$ cat config.mk
export PLATFORM = sky130hd
export DESIGN_NAME = qdr_phase_select
export DESIGN_NICKNAME = d
export VERILOG_FILES = /design/src/rtl/qdr_phase_pkg.sv /design/src/rtl/qdr_phase_tcount.sv /design/src/rtl/qdr_phase_select.sv
export SDC_FILE = /design/constraint.sdc
export NUM_CORES = 1
export LEC_CHECK = 0
export BUFFER_PORTS_ARGS = -buffer_cell sky130_fd_sc_hd__clkbuf_2
export CELL_PAD_IN_SITES_DETAIL_PLACEMENT = 0
export CELL_PAD_IN_SITES_GLOBAL_PLACEMENT = 1
export CORE_UTILIZATION = 47
export DETAILED_ROUTE_END_ITERATION = 12
export GPL_TIMING_DRIVEN = 0
export PLACE_DENSITY_LB_ADDON = 0.3
export REMOVE_ABC_BUFFERS = 1
export SLEW_MARGIN = 20
export SYNTH_ARGS = -nofsm -noshare
export SYNTH_HDL_FRONTEND = slang
export SYNTH_SLANG_ARGS = --single-unit
export TNS_END_PERCENT = 30
$ cat constraint.sdc
create_clock -name clk -period 4.8 [get_ports clk]
set_input_delay 0.96 -clock clk [delete_from_list [all_inputs] [get_ports clk]]
set_output_delay 0.96 -clock clk [all_outputs]
set_load 0.05 [all_outputs]
$ cat src/rtl/qdr_phase_pkg.sv
// Shared types and width helpers for the QDR phase-selection stage.
package qdr_phase_pkg;

  typedef enum logic [2:0] {IDLE, CLEAR, COUNT, COMPARE, DONE} phase_state_t;

  function automatic int clog2(input int value);
    int r;
    r = 0;
    for (int i = 0; i < 31; i++) begin
      if ((1 << i) < value) r = i + 1;
    end
    return r;
  endfunction

  // Enough headroom for (2^win_log2 - 1) * width transitions.
  function automatic int cnt_width(input int win_log2, input int width);
    return win_log2 + clog2(width + 1);
  endfunction

endpackage

$ cat src/rtl/qdr_phase_tcount.sv
// Per-phase transition counter: remembers the previous sample and
// accumulates the number of bits that toggled since then.
module qdr_phase_tcount
  import qdr_phase_pkg::*;
#(
  parameter int WIDTH = 8,
  parameter int CNT_W = 8
) (
  input  logic             clk,
  input  logic             reset,
  input  logic             clr,
  input  logic             en,
  input  logic             first,
  input  logic [WIDTH-1:0] data,
  output logic [CNT_W-1:0] cnt
);

  logic [WIDTH-1:0] prev_reg;
  logic [CNT_W-1:0] cnt_reg;
  logic [WIDTH-1:0] diff;
  logic [CNT_W-1:0] pop;

  always_comb begin
    diff = data ^ prev_reg;
    pop  = '0;
    for (int i = 0; i < WIDTH; i++) begin
      pop = pop + CNT_W'(diff[i]);
    end
  end

  always_ff @(posedge clk) begin
    if (reset || clr) begin
      prev_reg <= '0;
      cnt_reg  <= '0;
    end else if (en) begin
      prev_reg <= data;
      // The first window cycle only primes prev_reg.
      if (!first) cnt_reg <= cnt_reg + pop;
    end
  end

  assign cnt = cnt_reg;

endmodule

$ cat src/rtl/qdr_phase_select.sv
// Trains on per-phase transition counts, locks onto the quietest phase
// and forwards that phase's sample; manual override bypasses training.
module qdr_phase_select
  import qdr_phase_pkg::*;
#(
  parameter int WIDTH    = 8,
  parameter int NPHASE   = 4,
  parameter int WIN_LOG2 = 10
) (
  input  logic                      clk,
  input  logic                      reset,
  input  logic [NPHASE*WIDTH-1:0]   data_in,
  input  logic                      train,
  input  logic                      manual_en,
  input  logic [clog2(NPHASE)-1:0]  manual_sel,
  output logic [WIDTH-1:0]          data_out,
  output logic                      data_valid,
  output logic [clog2(NPHASE)-1:0]  sel,
  output logic                      busy,
  output logic                      locked,
  output logic                      no_activity
);

  localparam int SEL_W = clog2(NPHASE);
  localparam int CNT_W = cnt_width(WIN_LOG2, WIDTH);

  phase_state_t state_reg, state_next;

  logic [WIN_LOG2-1:0] win_cnt_reg;
  logic [SEL_W-1:0]    cmp_idx_reg;
  logic [CNT_W-1:0]    min_cnt_reg;
  logic [SEL_W-1:0]    min_idx_reg;
  logic                any_nz_reg;
  logic [SEL_W-1:0]    trained_sel_reg;
  logic                locked_reg;
  logic                no_act_reg;
  logic [WIDTH-1:0]    data_out_reg;
  logic                data_valid_reg;

  logic [WIDTH-1:0] phase_data [NPHASE];
  logic [CNT_W-1:0] cnt        [NPHASE];
  logic [CNT_W-1:0] cur_cnt;
  logic [SEL_W-1:0] eff_sel;
  logic             cnt_clr;
  logic             cnt_en;
  logic             cnt_first;

  assign cnt_clr   = (state_reg == CLEAR);
  assign cnt_en    = (state_reg == COUNT);
  assign cnt_first = (win_cnt_reg == '0);

  genvar gi;
  generate
    for (gi = 0; gi < NPHASE; gi++) begin : g_phase
      assign phase_data[gi] = data_in[gi*WIDTH +: WIDTH];

      qdr_phase_tcount #(
        .WIDTH (WIDTH),
        .CNT_W (CNT_W)
      ) u_tcount (
        .clk   (clk),
        .reset (reset),
        .clr   (cnt_clr),
        .en    (cnt_en),
        .first (cnt_first),
        .data  (phase_data[gi]),
        .cnt   (cnt[gi])
      );
    end
  endgenerate

  assign cur_cnt = cnt[cmp_idx_reg];
  assign eff_sel = manual_en ? manual_sel : trained_sel_reg;

  always_ff @(posedge clk) begin
    if (reset) state_reg <= IDLE;
    else       state_reg <= state_next;
  end

  always_comb begin
    state_next = state_reg;
    case (state_reg)
      IDLE:    if (train && !manual_en) state_next = CLEAR;
      CLEAR:   state_next = COUNT;
      COUNT:   if (win_cnt_reg == '1) state_next = COMPARE;
      COMPARE: if (cmp_idx_reg == SEL_W'(NPHASE - 1)) state_next = DONE;
      DONE:    state_next = IDLE;
      default: state_next = IDLE;
    endcase
  end

  always_ff @(posedge clk) begin
    if (reset) begin
      win_cnt_reg     <= '0;
      cmp_idx_reg     <= '0;
      min_cnt_reg     <= '0;
      min_idx_reg     <= '0;
      any_nz_reg      <= 1'b0;
      trained_sel_reg <= '0;
      locked_reg      <= 1'b0;
      no_act_reg      <= 1'b0;
      data_out_reg    <= '0;
      data_valid_reg  <= 1'b0;
    end else begin
      data_out_reg   <= phase_data[eff_sel];
      data_valid_reg <= locked_reg | manual_en;
      case (state_reg)
        CLEAR: begin
          win_cnt_reg <= '0;
          cmp_idx_reg <= '0;
          // All-ones start guarantees phase 0 is always taken first.
          min_cnt_reg <= '1;
          min_idx_reg <= '0;
          any_nz_reg  <= 1'b0;
          locked_reg  <= 1'b0;
        end
        COUNT: win_cnt_reg <= win_cnt_reg + 1'b1;
        COMPARE: begin
          if (cur_cnt < min_cnt_reg) begin
            min_cnt_reg <= cur_cnt;
            min_idx_reg <= cmp_idx_reg;
          end
          if (cur_cnt != '0) any_nz_reg <= 1'b1;
          cmp_idx_reg <= cmp_idx_reg + 1'b1;
        end
        DONE: begin
          if (any_nz_reg) begin
            trained_sel_reg <= min_idx_reg;
            locked_reg      <= 1'b1;
            no_act_reg      <= 1'b0;
          end else begin
            locked_reg <= 1'b0;
            no_act_reg <= 1'b1;
          end
        end
        default: ;
      endcase
    end
  end

  assign data_out    = data_out_reg;
  assign data_valid  = data_valid_reg;
  assign sel         = eff_sel;
  assign busy        = (state_reg != IDLE);
  assign locked      = locked_reg;
  assign no_activity = no_act_reg;

endmodule

; ---- After elaboration in Yosys (flattened, before gate mapping)
; Cells that the tools add are included.
[totals]
regBits = 133
input_bits = 38
[classes]
add_sub_neg = 34
order_cmp = 3
eq_ne = 11
muxes = 22
bitwise_logic = 8
n_reduce_logical = 15
[op_table]
columns = op, n
row1 = $add 14x1->14, 24
row2 = $add 14x14->14, 4
row3 = $mux 14, 3
row4 = $xor 8x8->8, 4
row5 = $bmux 14 s2, 1
row6 = $pmux 14 s2, 1
row7 = $pmux 10 s2, 1
row8 = $bmux 8 s2, 1
row9 = $mux 8, 2
row10 = $lt 14x14->1, 1
row11 = $reduce_bool 14->1, 1
row12 = $pmux 3 s4, 1
row13 = $add 10x1->10 const B, 1
row14 = $eq 10x10->1 const B, 1
row15 = $logic_not 10->1, 1
row16 = $mux 3, 3
row17 = $add 1x1->2, 4
row18 = $ne 2x2->1 const B, 4
row19 = $pmux 2 s2, 2
row20 = $reduce_and 2->1, 4
row21 = $eq 3x2->1 const B, 2
row22 = $ge 3x3->1 const B, 2
row23 = $not 2->3, 2
row24 = $reduce_bool 2->1, 3
row25 = 16 further kinds, 20

; ---- Depth between registers and ports, before layout
[logic_depth]
ltp_word = 9
mapped_depth = 15
ltp_nobuf = 15

; ---- Hierarchy
; From an unflattened synthesis, not the netlist that was laid out.
[unflattened]
hier_cells = 859
area_unflattened_um2 = 8066.5
[by_module_without_submodules]
columns = module, instances, cells_each, area_per_inst_um2
row1 = qdr_phase_tcount (g_phase[1].u_tcount ...), 3, 139, 1293.7
row2 = qdr_phase_select, 1, 302, 2884.0
row3 = qdr_phase_tcount (g_phase[0].u_tcount), 1, 140, 1301.2

; ---- Worst setup path before layout
; Ideal clock, no wire load.
[synth_timing]
path_kind = input -> register
from = input port data_in[24]
to = register g_phase[3].u_tcount.cnt_reg[10]
t_arrival_ns = 4.360
setup_slack_ns = 0.312
path_stages = 15
path_cell_list = xor2_1 -> ha_1 -> fa_1 -> inv_1 -> fa_1 -> fa_1 -> inv_1 -> ha_1 -> inv_1 -> fa_1 -> nand2b_1 -> a21oi_1 -> o2111ai_1 -> xor2_1 -> nor2_1
[synth_between]
elab_chain_len = 9
[synth_rtl]
columns = element, line
row1 = "start, declared", qdr_phase_select.sv:12  ; input logic [NPHASE*WIDTH-1:0] data_in,
row2 = $xor 8x8->8, qdr_phase_tcount.sv:24  ; diff = data ^ prev_reg;
row3 = $add 1x1->2, qdr_phase_tcount.sv:27  ; pop = pop + CNT_W'(diff[i]);
row4 = $add 14x1->14 (6 in series), qdr_phase_tcount.sv:27
row5 = $add 14x14->14, qdr_phase_tcount.sv:38  ; if (!first) cnt_reg <= cnt_reg + pop;
row6 = "end signal, assigned", qdr_phase_tcount.sv:38
row7 = "end, declared", qdr_phase_tcount.sv:19  ; logic [CNT_W-1:0] cnt_reg;
; Every way passes these cells.
; A chain may end at the register's enable or synchronous reset.

; ---- Worst setup path after layout
[layout_timing]
from = input port data_in[8]
to = register g_phase[1].u_tcount.cnt_reg[10]
[layout_between]
elab_chain_len = 9
[layout_rtl]
columns = element, line
row1 = $xor 8x8->8, qdr_phase_tcount.sv:24
row2 = $add 1x1->2, qdr_phase_tcount.sv:27
row3 = $add 14x1->14 (6 in series), qdr_phase_tcount.sv:27
row4 = $add 14x14->14, qdr_phase_tcount.sv:38
row5 = "end signal, assigned", qdr_phase_tcount.sv:38
row6 = "end, declared", qdr_phase_tcount.sv:19
; Every way passes these cells.

==> results.rst <==
.. list-table::
   :header-rows: 1

   * - Metric
     - Value
   * - Initial detailed-routing violation count
     - 365
   * - Setup repair after global routing missed its margin
     - false
   * - Number of detailed-route iterations in the first pass
     - 5
   * - Skew-Pair Late Insertion Delay
     - 420 ps
   * - Crit path depth
     - 16
   * - Cell occurring most often along the worst timing path
     - fa_1
   * - Mean instance size in the synthesized netlist
     - 8.88 sq um
   * - Clock sink count
     - 133
   * - Slowest-stage cell, CP
     - fa_1
   * - Placed Instance Area
     - 8280 sq um
   * - CTS Root Cell
     - clkbuf_16
   * - Final antenna-violating net count
     - 0
   * - Worst reg2reg setup slack
     - 560 ps
   * - Crit Reg-Reg Endpoint
     - g_phase[1].u_tcount.cnt[10]
   * - Finished layout cell area
     - 8870 sq um
   * - Number of buffers created by CTS
     - 17
   * - Fraction of final layout cells with drive strength greater than 1
     - 0.133
   * - Crit Path Class
     - in -> reg
   * - H-tree depth reported by CTS
     - 4
   * - Post-cts resize count
     - 0
   * - Total wire length
     - 18.1 mm
   * - Ratio of routed vias to standard cells
     - 5.52
   * - I/O pin count
     - 52
   * - Hold Fails Final Rpt
     - 0
   * - Effective utilization at floorplan
     - 0.488
   * - Distinct cell type count after synthesis
     - 58
   * - Count of input and output buffers
     - 51
   * - EDFF count, synth
     - 0
   * - Total number of vias
     - 6311
   * - Hpwl dp
     - 13.0 mm
   * - Cell family with most CP delay
     - adder cells
   * - Number of max-slew violations in the final report
     - 0
   * - All-Layer GR Usage
     - 0.217
   * - Total design power
     - 4.38 mW
   * - Sequential share of the synthesized area
     - 0.340
   * - Worst max-slew margin expressed relative to the limit
     - 0.403
   * - Number of antenna violations at the first check in global routing
     - 0
   * - Worst slack on hold paths
     - 466 ps
   * - Register bit total from synthesis
     - 133
   * - Maximum clock frequency
     - 219 MHz
   * - Cell area after synthesis
     - 7840 sq um
   * - Hold WC Path Type
     - reg -> reg
   * - Largest vdd supply drop
     - 0.000248 V
   * - Setup crit start kind
     - input pin
   * - Floorplan core area
     - 16100 sq um
   * - Worst stage delay on the critical path
     - 560 ps
   * - Count of endpoints failing setup in the final report
     - 0
   * - CP arrival
     - 4860 ps
   * - Beginning of the worst register-to-register path
     - g_phase[1].u_tcount.prev_reg[0]
   * - Post-layout util
     - 0.552
   * - Worst Reg2Reg Path Length in Cells
     - 15
   * - Fraction of synthesis flops using an asynchronous set or reset pin
     - 0
   * - Floorplan die height
     - 131 um
   * - Most common cell after layout, fill and taps aside
     - dfxtp_1
   * - Max reg flops
     - 56
   * - Grt total ovfl
     - 0
   * - Antenna cell count
     - 0
   * - Least-Margin Pin Slew
     - 879 ps
   * - Routability Congestion
     - 0.783
   * - Outcome
     - finished clean
   * - Cell chain of the critical path
     - clkbuf_2, xor2_1, ha_1, fa_1, inv_1, fa_1, fa_1, inv_1, ha_1, inv_1, fa_1, nand2b_1, a21oi_1, o2111ai_1, xor2_1, nor2_1
   * - Total number of placement rows
     - 46
   * - Max-cap viol count
     - 0
   * - Remaining design rule violation count
     - 0
   * - Number of buffers inserted to repair setup after CTS
     - 0
   * - Pwr per Cell Area
     - 495 nW/um^2
   * - Number of buffers between clock root and the deepest sink
     - 2
   * - Mean routed wirelength per cell
     - 15.9 um
   * - Width of the chip
     - 131 um
   * - Count of buffer and inverter cells on the critical path
     - 4
   * - Slack of the critical path
     - 234 ps
   * - Shortest clock period the worst path allows after layout
     - 4570 ps
   * - Vias in the first global route
     - 5847
   * - Clock tree from TritonCTS
     - yes
   * - Largest net degree at the start of global routing
     - 62
   * - Final Skew
     - 8.81 ps
   * - Reported leakage power
     - 3.48 nW
   * - Maximum fanout along the worst path
     - 5
   * - Net count reported at finish
     - 1032
   * - Yosys warnings
     - 0
   * - Hold-fix buffers at CTS
     - 0
   * - Type of element capturing the critical path
     - flip-flop
   * - Die Footprint
     - 17200 sq um
   * - Worst setup path start
     - data_in[8]
   * - Setup slack at placement
     - -204 ps
   * - Top library cells by usage in the layout, fill and taps aside
     - 132 x dfxtp_1, 102 x nand2_1, 83 x a21oi_1
   * - Clock Pin Slew Worst Setup and Hold Paths
     - 60 ps
   * - End point of the critical path
     - g_phase[1].u_tcount.cnt[10]
   * - Layout Area Growth over Synthesis
     - 13.1%
   * - Top flip-flop cell by instance count after synthesis
     - dfxtp_1
   * - Post-Syn Instances
     - 883
   * - Crit share post-route
     - 0.951
   * - Required time of the critical path
     - 5090 ps
   * - First-pass GRT wire length
     - 29.7 mm
## layer usage
metal	vias up	track usage	part of all wire
li1	3213	-	-
met2	88	0.348	0.47
met1	3003	0.300	0.50
met5	-	0	0
met3	7	0.0436	0.026
met4	0	0.0523	0.0073
## metrics by stage
step / setup TNS [ps] / cells
after floorplan: 0 / 840
after global placement: -5040 / 1107
after detailed placement: -2770 / 1111
after CTS: 0 / 1143
after global routing: 0 / 1143
final: 0 / 1143
## cells by family (layout without fill, tap and decap cells)
kind of cell,after synthesis,in the layout,share of synthesized area
buffers and inverters,102,146,0.0524
muxes,28,28,0.0714
AOI/OAI and AO/OA,209,209,0.164
xor gates and xnor gates,51,51,0.0570
and+or+nand+nor,280,280,0.172
adders and majority gates,80,80,0.143
DFF,133,133,0.340
## cell usage after synthesis, drive strengths merged, types with 22 or more instances
master / instances / share of area
dfxtp: 133 / 0.34
nand2: 104 / 0.051
a21oi: 83 / 0.053
nor2: 68 / 0.033
ha: 64 / 0.10
inv: 59 / 0.028
o21ai: 37 / 0.024
xor2: 35 / 0.039
buf: 22 / 0.014
mux4: 22 / 0.063
nand3: 22 / 0.015
## worst min path at each step
stage                                    startpoint                               to  slack, ps  cells past startpoint
floorplan               g_phase[0].u_tcount.cnt[13]      g_phase[0].u_tcount.cnt[13]        440                      2
global placement    g_phase[3].u_tcount.prev_reg[2]  g_phase[3].u_tcount.prev_reg[2]        450                      2
detailed placement  g_phase[1].u_tcount.prev_reg[3]  g_phase[1].u_tcount.prev_reg[3]        460                      2
CTS                 g_phase[1].u_tcount.prev_reg[3]  g_phase[1].u_tcount.prev_reg[3]        470                      2
global route        g_phase[1].u_tcount.prev_reg[6]  g_phase[1].u_tcount.prev_reg[6]        480                      2
finish              g_phase[2].u_tcount.prev_reg[3]  g_phase[2].u_tcount.prev_reg[3]        470                      2
## final cells by class
type	instances	area [sq um]
multi-input combinational	648	4780
clock inverter	13	134
sequential	133	2660
inverter	59	221
clock buffer	19	443
tap	216	270
timing repair buffer	55	350
fill	1457	7190
## tightest hold or removal path, cell delays in order, from the launching register on
cell,delay (ps)
dfxtp_1,310
nand2_1,50
a21oi_1,50
## power breakdown
group	total [mW]	switching (mW)	internal [mW]
Clock	1.27	0.498	0.775
Combinational	1.76	1.00	0.758
Sequential	1.35	0.122	1.23
No activity file was read; power rests on OpenSTA's default activity.
